**config.mk**
```make
export PLATFORM = sky130hd
export DESIGN_NAME = flop_arbiter_ctrl_flat
export DESIGN_NICKNAME = d
export VERILOG_FILES = /design/src/rtl/flop_arbiter_pkg.sv /design/src/rtl/flop_arbiter_ctrl_if.sv /design/src/rtl/flop_arbiter_rr_pick.sv /design/src/rtl/flop_arbiter_ctrl.sv /design/src/flat_wrapper.sv
export SDC_FILE = /design/constraint.sdc
export NUM_CORES = 1
export LEC_CHECK = 0
export ABC_AREA = 0
export BUFFER_PORTS_ARGS = -buffer_cell sky130_fd_sc_hd__buf_2
export CORE_ASPECT_RATIO = 0.6
export CORE_MARGIN = 8
export CORE_UTILIZATION = 30
export DETAILED_ROUTE_END_ITERATION = 8
export PLACE_DENSITY_LB_ADDON = 0.2
export SYNTH_ARGS = -nofsm -noshare
export SYNTH_HDL_FRONTEND = slang
export SYNTH_SLANG_ARGS = --single-unit
```
**constraint.sdc**
```tcl
create_clock -name clk -period 5.4 [get_ports clk]
set_clock_uncertainty 0.1 [all_clocks]
set_input_delay 1.08 -clock clk [delete_from_list [all_inputs] [get_ports clk]]
set_output_delay 1.08 -clock clk [all_outputs]
set_load 0.02 [all_outputs]
```
**src/rtl/flop_arbiter_pkg.sv**
```systemverilog
// Shared types and helpers for the flop arbiter slice: width defaults, beat
// layout, output-stage state encoding and the source-index width function.
package flop_arbiter_pkg;

    localparam int FA_ADDR_W = 32;
    localparam int FA_DATA_W = 32;

    typedef struct packed {
        logic [FA_ADDR_W-1:0] addr;
        logic [FA_DATA_W-1:0] data;
    } beat_t;

    typedef enum logic [0:0] {
        ST_EMPTY = 1'b0,
        ST_FULL  = 1'b1
    } out_state_e;

    function automatic int src_w(input int n);
        return (n > 1) ? $clog2(n) : 1;
    endfunction

endpackage

```
**src/rtl/flop_arbiter_ctrl_if.sv**
```systemverilog
// Requester/consumer bundle of the flop arbiter. req_lock exists only when
// ARB_LOCK_EN is defined.
interface flop_arbiter_ctrl_if
    import flop_arbiter_pkg::*;
#(
    parameter int NREQ   = 4,
    parameter int ADDR_W = FA_ADDR_W,
    parameter int DATA_W = FA_DATA_W
);
    localparam int IDX_W = src_w(NREQ);

    logic [NREQ-1:0]        req_valid;
    logic [NREQ*ADDR_W-1:0] req_addr;
    logic [NREQ*DATA_W-1:0] req_data;
    logic [NREQ-1:0]        req_ready;
`ifdef ARB_LOCK_EN
    logic [NREQ-1:0]        req_lock;
`endif
    logic                   out_valid;
    logic                   out_ready;
    logic [ADDR_W-1:0]      addr_o;
    logic [DATA_W-1:0]      data_o;
    logic [IDX_W-1:0]       out_src;

    modport master (
        output req_valid, req_addr, req_data,
`ifdef ARB_LOCK_EN
        output req_lock,
`endif
        output out_ready,
        input  req_ready, out_valid, addr_o, data_o, out_src
    );

    modport slave (
        input  req_valid, req_addr, req_data,
`ifdef ARB_LOCK_EN
        input  req_lock,
`endif
        input  out_ready,
        output req_ready, out_valid, addr_o, data_o, out_src
    );

endinterface

```
**src/rtl/flop_arbiter_rr_pick.sv**
```systemverilog
// Rotate-priority picker: first set bit of req at or above ptr, wrapping to 0.
// Purely combinational; returns one-hot grant, its index and an any flag.
module flop_arbiter_rr_pick
    import flop_arbiter_pkg::*;
#(
    parameter int NREQ  = 4,
    parameter int IDX_W = src_w(NREQ)
) (
    input  logic [NREQ-1:0]  req,
    input  logic [IDX_W-1:0] ptr,
    output logic [NREQ-1:0]  grant,
    output logic [IDX_W-1:0] idx,
    output logic             any
);

    // Scan NREQ positions starting at ptr; first hit wins.
    always_comb begin
        logic [IDX_W:0]   sum_s;
        logic [IDX_W-1:0] pos_s;
        grant = {NREQ{1'b0}};
        idx   = {IDX_W{1'b0}};
        any   = 1'b0;
        sum_s = {(IDX_W+1){1'b0}};
        pos_s = {IDX_W{1'b0}};
        for (int k = 0; k < NREQ; k++) begin
            sum_s = {1'b0, ptr} + (IDX_W+1)'(k);
            if (sum_s >= (IDX_W+1)'(NREQ)) begin
                sum_s = sum_s - (IDX_W+1)'(NREQ);
            end else begin
                sum_s = sum_s;
            end
            pos_s = sum_s[IDX_W-1:0];
            if (!any && req[pos_s]) begin
                any          = 1'b1;
                idx          = pos_s;
                grant[pos_s] = 1'b1;
            end else begin
                any = any;
            end
        end
    end

endmodule

```
**src/rtl/flop_arbiter_ctrl.sv**
```systemverilog
// Round-robin arbiter feeding one registered addr/data output stage.
// Optional grant locking is compiled in with ARB_LOCK_EN.
module flop_arbiter_ctrl
    import flop_arbiter_pkg::*;
#(
    parameter int NREQ   = 4,
    parameter int ADDR_W = FA_ADDR_W,
    parameter int DATA_W = FA_DATA_W
) (
    input  logic                clk,
    input  logic                rst,
    flop_arbiter_ctrl_if.slave  bus
);
    localparam int IDX_W = src_w(NREQ);

    out_state_e        state_r;
    out_state_e        state_nxt_s;
    logic [IDX_W-1:0]  ptr_r;
    logic [IDX_W-1:0]  ptr_nxt_s;
    logic [ADDR_W-1:0] addr_r;
    logic [DATA_W-1:0] data_r;
    logic [IDX_W-1:0]  src_r;
    logic [NREQ-1:0]   req_mask_s;
    logic [NREQ-1:0]   grant_s;
    logic [IDX_W-1:0]  gidx_s;
    logic              gany_s;
    logic              can_load_s;
    logic              accept_s;
    logic              lock_take_s;

    assign can_load_s = (state_r == ST_EMPTY) | bus.out_ready;
    assign accept_s   = can_load_s & gany_s;

`ifdef ARB_LOCK_EN
    logic             lock_r;
    logic [IDX_W-1:0] lock_idx_r;

    // While locked only the holder stays eligible, even if it idles.
    assign req_mask_s  = lock_r ? ({{(NREQ-1){1'b0}}, 1'b1} << lock_idx_r) : {NREQ{1'b1}};
    assign lock_take_s = accept_s & bus.req_lock[gidx_s];

    // Lock owner is re-evaluated on every accepted beat.
    always_ff @(posedge clk or negedge rst) begin
        if (!rst) begin
            lock_r     <= 1'b0;
            lock_idx_r <= {IDX_W{1'b0}};
        end else if (accept_s) begin
            lock_r     <= lock_take_s;
            lock_idx_r <= gidx_s;
        end
    end
`else
    assign req_mask_s  = {NREQ{1'b1}};
    assign lock_take_s = 1'b0;
`endif

    flop_arbiter_rr_pick #(
        .NREQ  (NREQ),
        .IDX_W (IDX_W)
    ) u_pick (
        .req   (bus.req_valid & req_mask_s),
        .ptr   (ptr_r),
        .grant (grant_s),
        .idx   (gidx_s),
        .any   (gany_s)
    );

    assign bus.req_ready = accept_s ? grant_s : {NREQ{1'b0}};
    assign bus.out_valid = (state_r == ST_FULL);
    assign bus.addr_o    = addr_r;
    assign bus.data_o    = data_r;
    assign bus.out_src   = src_r;

    // Output-stage occupancy and round-robin pointer advance.
    always_comb begin
        state_nxt_s = state_r;
        ptr_nxt_s   = ptr_r;
        case (state_r)
            ST_EMPTY: state_nxt_s = accept_s ? ST_FULL : ST_EMPTY;
            ST_FULL: begin
                if (bus.out_ready) begin
                    state_nxt_s = accept_s ? ST_FULL : ST_EMPTY;
                end else begin
                    state_nxt_s = ST_FULL;
                end
            end
            default: state_nxt_s = ST_EMPTY;
        endcase
        if (accept_s && !lock_take_s) begin
            if (gidx_s == IDX_W'(NREQ - 1)) begin
                ptr_nxt_s = {IDX_W{1'b0}};
            end else begin
                ptr_nxt_s = gidx_s + {{(IDX_W-1){1'b0}}, 1'b1};
            end
        end else begin
            ptr_nxt_s = ptr_r;
        end
    end

    // State and pointer registers.
    always_ff @(posedge clk or negedge rst) begin
        if (!rst) begin
            state_r <= ST_EMPTY;
            ptr_r   <= {IDX_W{1'b0}};
        end else begin
            state_r <= state_nxt_s;
            ptr_r   <= ptr_nxt_s;
        end
    end

    // Output payload register; holds while nothing is accepted.
    always_ff @(posedge clk or negedge rst) begin
        if (!rst) begin
            addr_r <= {ADDR_W{1'b0}};
            data_r <= {DATA_W{1'b0}};
            src_r  <= {IDX_W{1'b0}};
        end else if (accept_s) begin
            addr_r <= bus.req_addr[gidx_s*ADDR_W +: ADDR_W];
            data_r <= bus.req_data[gidx_s*DATA_W +: DATA_W];
            src_r  <= gidx_s;
        end
    end

endmodule

```
**src/flat_wrapper.sv**
```systemverilog
// flat-port wrapper written by rule: the top's interface ports become plain ports
module flop_arbiter_ctrl_flat import flop_arbiter_pkg::*;
#(
    parameter int NREQ   = 4,
    parameter int ADDR_W = FA_ADDR_W,
    parameter int DATA_W = FA_DATA_W
)
  (clk, rst, bus_req_valid, bus_req_addr, bus_req_data, bus_out_ready, bus_req_ready, bus_out_valid, bus_addr_o, bus_data_o, bus_out_src);
  flop_arbiter_ctrl_if #(.NREQ(NREQ), .ADDR_W(ADDR_W), .DATA_W(DATA_W)) bus_i ();
  input  logic clk;
  input  logic rst;
  input wire logic [$bits(bus_i.req_valid)-1:0] bus_req_valid;
  input wire logic [$bits(bus_i.req_addr)-1:0] bus_req_addr;
  input wire logic [$bits(bus_i.req_data)-1:0] bus_req_data;
  input wire logic [$bits(bus_i.out_ready)-1:0] bus_out_ready;
  output wire logic [$bits(bus_i.req_ready)-1:0] bus_req_ready;
  output wire logic [$bits(bus_i.out_valid)-1:0] bus_out_valid;
  output wire logic [$bits(bus_i.addr_o)-1:0] bus_addr_o;
  output wire logic [$bits(bus_i.data_o)-1:0] bus_data_o;
  output wire logic [$bits(bus_i.out_src)-1:0] bus_out_src;
  assign bus_i.req_valid = bus_req_valid;
  assign bus_i.req_addr = bus_req_addr;
  assign bus_i.req_data = bus_req_data;
  assign bus_i.out_ready = bus_out_ready;
  assign bus_req_ready = bus_i.req_ready;
  assign bus_out_valid = bus_i.out_valid;
  assign bus_addr_o = bus_i.addr_o;
  assign bus_data_o = bus_i.data_o;
  assign bus_out_src = bus_i.out_src;
  flop_arbiter_ctrl #(.NREQ(NREQ), .ADDR_W(ADDR_W), .DATA_W(DATA_W)) u_core (.clk(clk), .rst(rst), .bus(bus_i));
endmodule
```
==> out/metrics.csv <==
metric,value,unit
worstMarginPinSlew,913,ps
clock-root-buffer,clkbuf_16,
vdd_drop_max,0.478,mV
final_cell_mix,"buf_2 (332), mux2i_1 (133), nand2_1 (71)",
total_power,4.26,mW
io-pin-count,334,
die_width,177,µm
syn_to_final_growth,43.7,%
path_buf_inv,2,
max_freq,233,MHz
seq_area_frac_synth,37.0,%
hold_class,flop to flop,
place_area,6400,µm²
p_leak,3.69,nW
cp_slowest_cell,dfrtp_1,
gp_congestion,0.807,
die_y,113,µm
tns,0,ps
arrival,3120,ps
maxCapViolations,0,
ys_warn_count,0,
initial_utilization,30.6,%
synthFlopType,dfrtp_1,
grt_setup_unrepaired,false,
synth-async-reset-ratio,100,%
status,"complete, no violations",
cts-resized-gates,0,
antenna_found_initial,2,
nets,1025,
numPortBuffers,333,
core_area,15300,µm²
grt_pass1_wl,27900,µm
drc_errors,0,
final_hold_viol_count,0,
design_area,6720,µm²
cts_buffers,9,
clock_path_buffers,2,
critPathKind,flop to primary output,
grt_max_degree,70,
drt_iter0_markers,174,
grt_usage,17.3,%
cp_max_fo,17,
syn-cell-area,4670,µm²
required,4220,ps
worst_skew_pair.late_latency,330,ps
dr.pass1.iters,5,
placedCellCount,946,
grt_overflow,0,
ys_seq_elements,69,
syn-num-nets,717,
period_minus_slack,4300,ps
setup_violations,0,
routedWlPerCell,18.6,µm
synth_edf_count,0,
htreeDepth,3,
vias,4794,
path_delay_family,compound AO/OA/AOI/OAI gates,
final_common_cell,buf_2,
cp-end-kind,primary output,
clk_pin_slew,60,ps
dpl.hpwl,14300,µm
postRouteAntennaNets,0,
wl,17900,µm
cts_tree,yes,
crit_chain,inv_2 -> ha_1 -> nor3_1 -> a32oi_1 -> o21ai_0 -> a221oi_1 -> nor2_1 -> buf_2,
die_area,20000,µm²
grt_pass1_vias,5247,
startpoint_type,flop,
post_cts_buffers,0,
layout-drive-gt1-share,48.4,%
cts.sinks,69,
ctsHoldBuffers,0,
rows,35,
syn_inst,446,
layout.cells.non_filler,963,
final-max-slew-violation-count,0,
fillers,1503,
p_per_area,635,nW/µm²
relSlewSlack,39.1,%
avgSynthCellArea,10.5,µm²
post-route-period-util,79.6,%
max_stage_delay,720,ps
synth.distinct_cells,37,
via_per_inst,4.98,
-- flip-flops by register name, indices dropped and copies added (netlist names) --
| signal | count |
|---|---|
| u_core.bus.addr_o | 32 |
| u_core.bus.data_o | 32 |
| u_core.bus.out_src | 2 |
| u_core.bus.out_valid | 1 |
| u_core.ptr_r | 2 |
-- power breakdown --
part	internal [mW]	switching, mW	leakage [nW]
clock	0.373	0.235	0.142
sequential	0.779	0.169	0.842
combinational	1.15	1.55	2.70
total	2.31	1.96	3.69
-- path summary, 6_finish.rpt --
path,startpoint,end,slack (ps),cells after the start
setup / recovery,u_core.ptr_r[0]$_DFFE_PN0P_,bus_req_ready[2],1100,8
hold / removal,u_core.bus.data_o[24]$_DFFE_PN0P_,u_core.bus.data_o[24]$_DFFE_PN0P_,380,2
setup reg to reg,u_core.ptr_r[0]$_DFFE_PN0P_,u_core.bus.addr_o[11]$_DFFE_PN0P_,1430,9
hold reg to reg,u_core.bus.data_o[24]$_DFFE_PN0P_,u_core.bus.data_o[24]$_DFFE_PN0P_,380,2
max in group asynchronous,rst,u_core.bus.data_o[16]$_DFFE_PN0P_,3820,1
min in group asynchronous,rst,u_core.bus.addr_o[28]$_DFFE_PN0P_,780,1
-- per-stage QoR --
stage | utilization (%) | hold WS (ps) | setup WS (ps)
after floorplan | - | 491 | 1770
after global placement | 41.9 | 367 | 1650
after detailed placement | 41.9 | 371 | 1430
after CTS | 43.9 | 385 | 1120
after global routing | 43.9 | 407 | 735
final | 43.9 | 377 | 1100
-- routing by layer --
layer / vias up / GRT usage, % / routed length [µm]
met5: - / 0 / 8
met4: 2 / 4.07 / 146
met3: 14 / 7.34 / 1890
met2: 219 / 28.9 / 8690
met1: 2242 / 20.2 / 7130
li1: 2317 / - / -
-- cell usage after synthesis (4+ instances only) --
library cell	number	area (µm²)
nand2_1	71	267
buf_2	6	30.0
clkbuf_1	22	82.6
mux2i_1	133	1330
o221ai_1	64	561
dfrtp_1	69	1730
a22oi_1	4	30.0
nor2_1	13	48.8
ha_1	8	100
a221oi_1	4	35.0
buf_6	15	169
a21oi_1	4	20.0
-- kinds of logic (layout without fill, tap and decap cells) --
family                     Yosys count  count (layout)  synth area share, %
muxes                              136             136                 29.7
and+or+nand+nor                     97              97                 8.62
AOI/OAI and AO/OA                   87              87                 15.8
DFF                                 69              69                 37.0
buffers and inverters               47             360                 6.37
adders and majority gates            8               8                 2.14
xor gates and xnor gates             2               2                0.375
other                                0               1                    0
-- layout make-up --
class                           count  area (µm²)  area share, %
Clock buffer                       10         239           3.56
Antenna cell                        1        2.50         0.0373
Multi-Input combinational cell    330        2660           39.6
Sequential cell                    69        1730           25.7
Clock inverter                      6        70.1           1.04
Tap cell                          203         254           3.78
Inverter                            3        11.3          0.168
Timing Repair Buffer              341        1750           26.1
-- worst register-to-register path, stage by stage (launching register included) --
cell,delay (ps)
dfrtp_1,720
inv_2,230
ha_1,520
mux2i_1,120
or4_1,460
o41a_1,150
o32ai_2,190
nand3b_1,670
buf_4,490
o221ai_1,210
No activity file was read; power rests on OpenSTA's default activity.
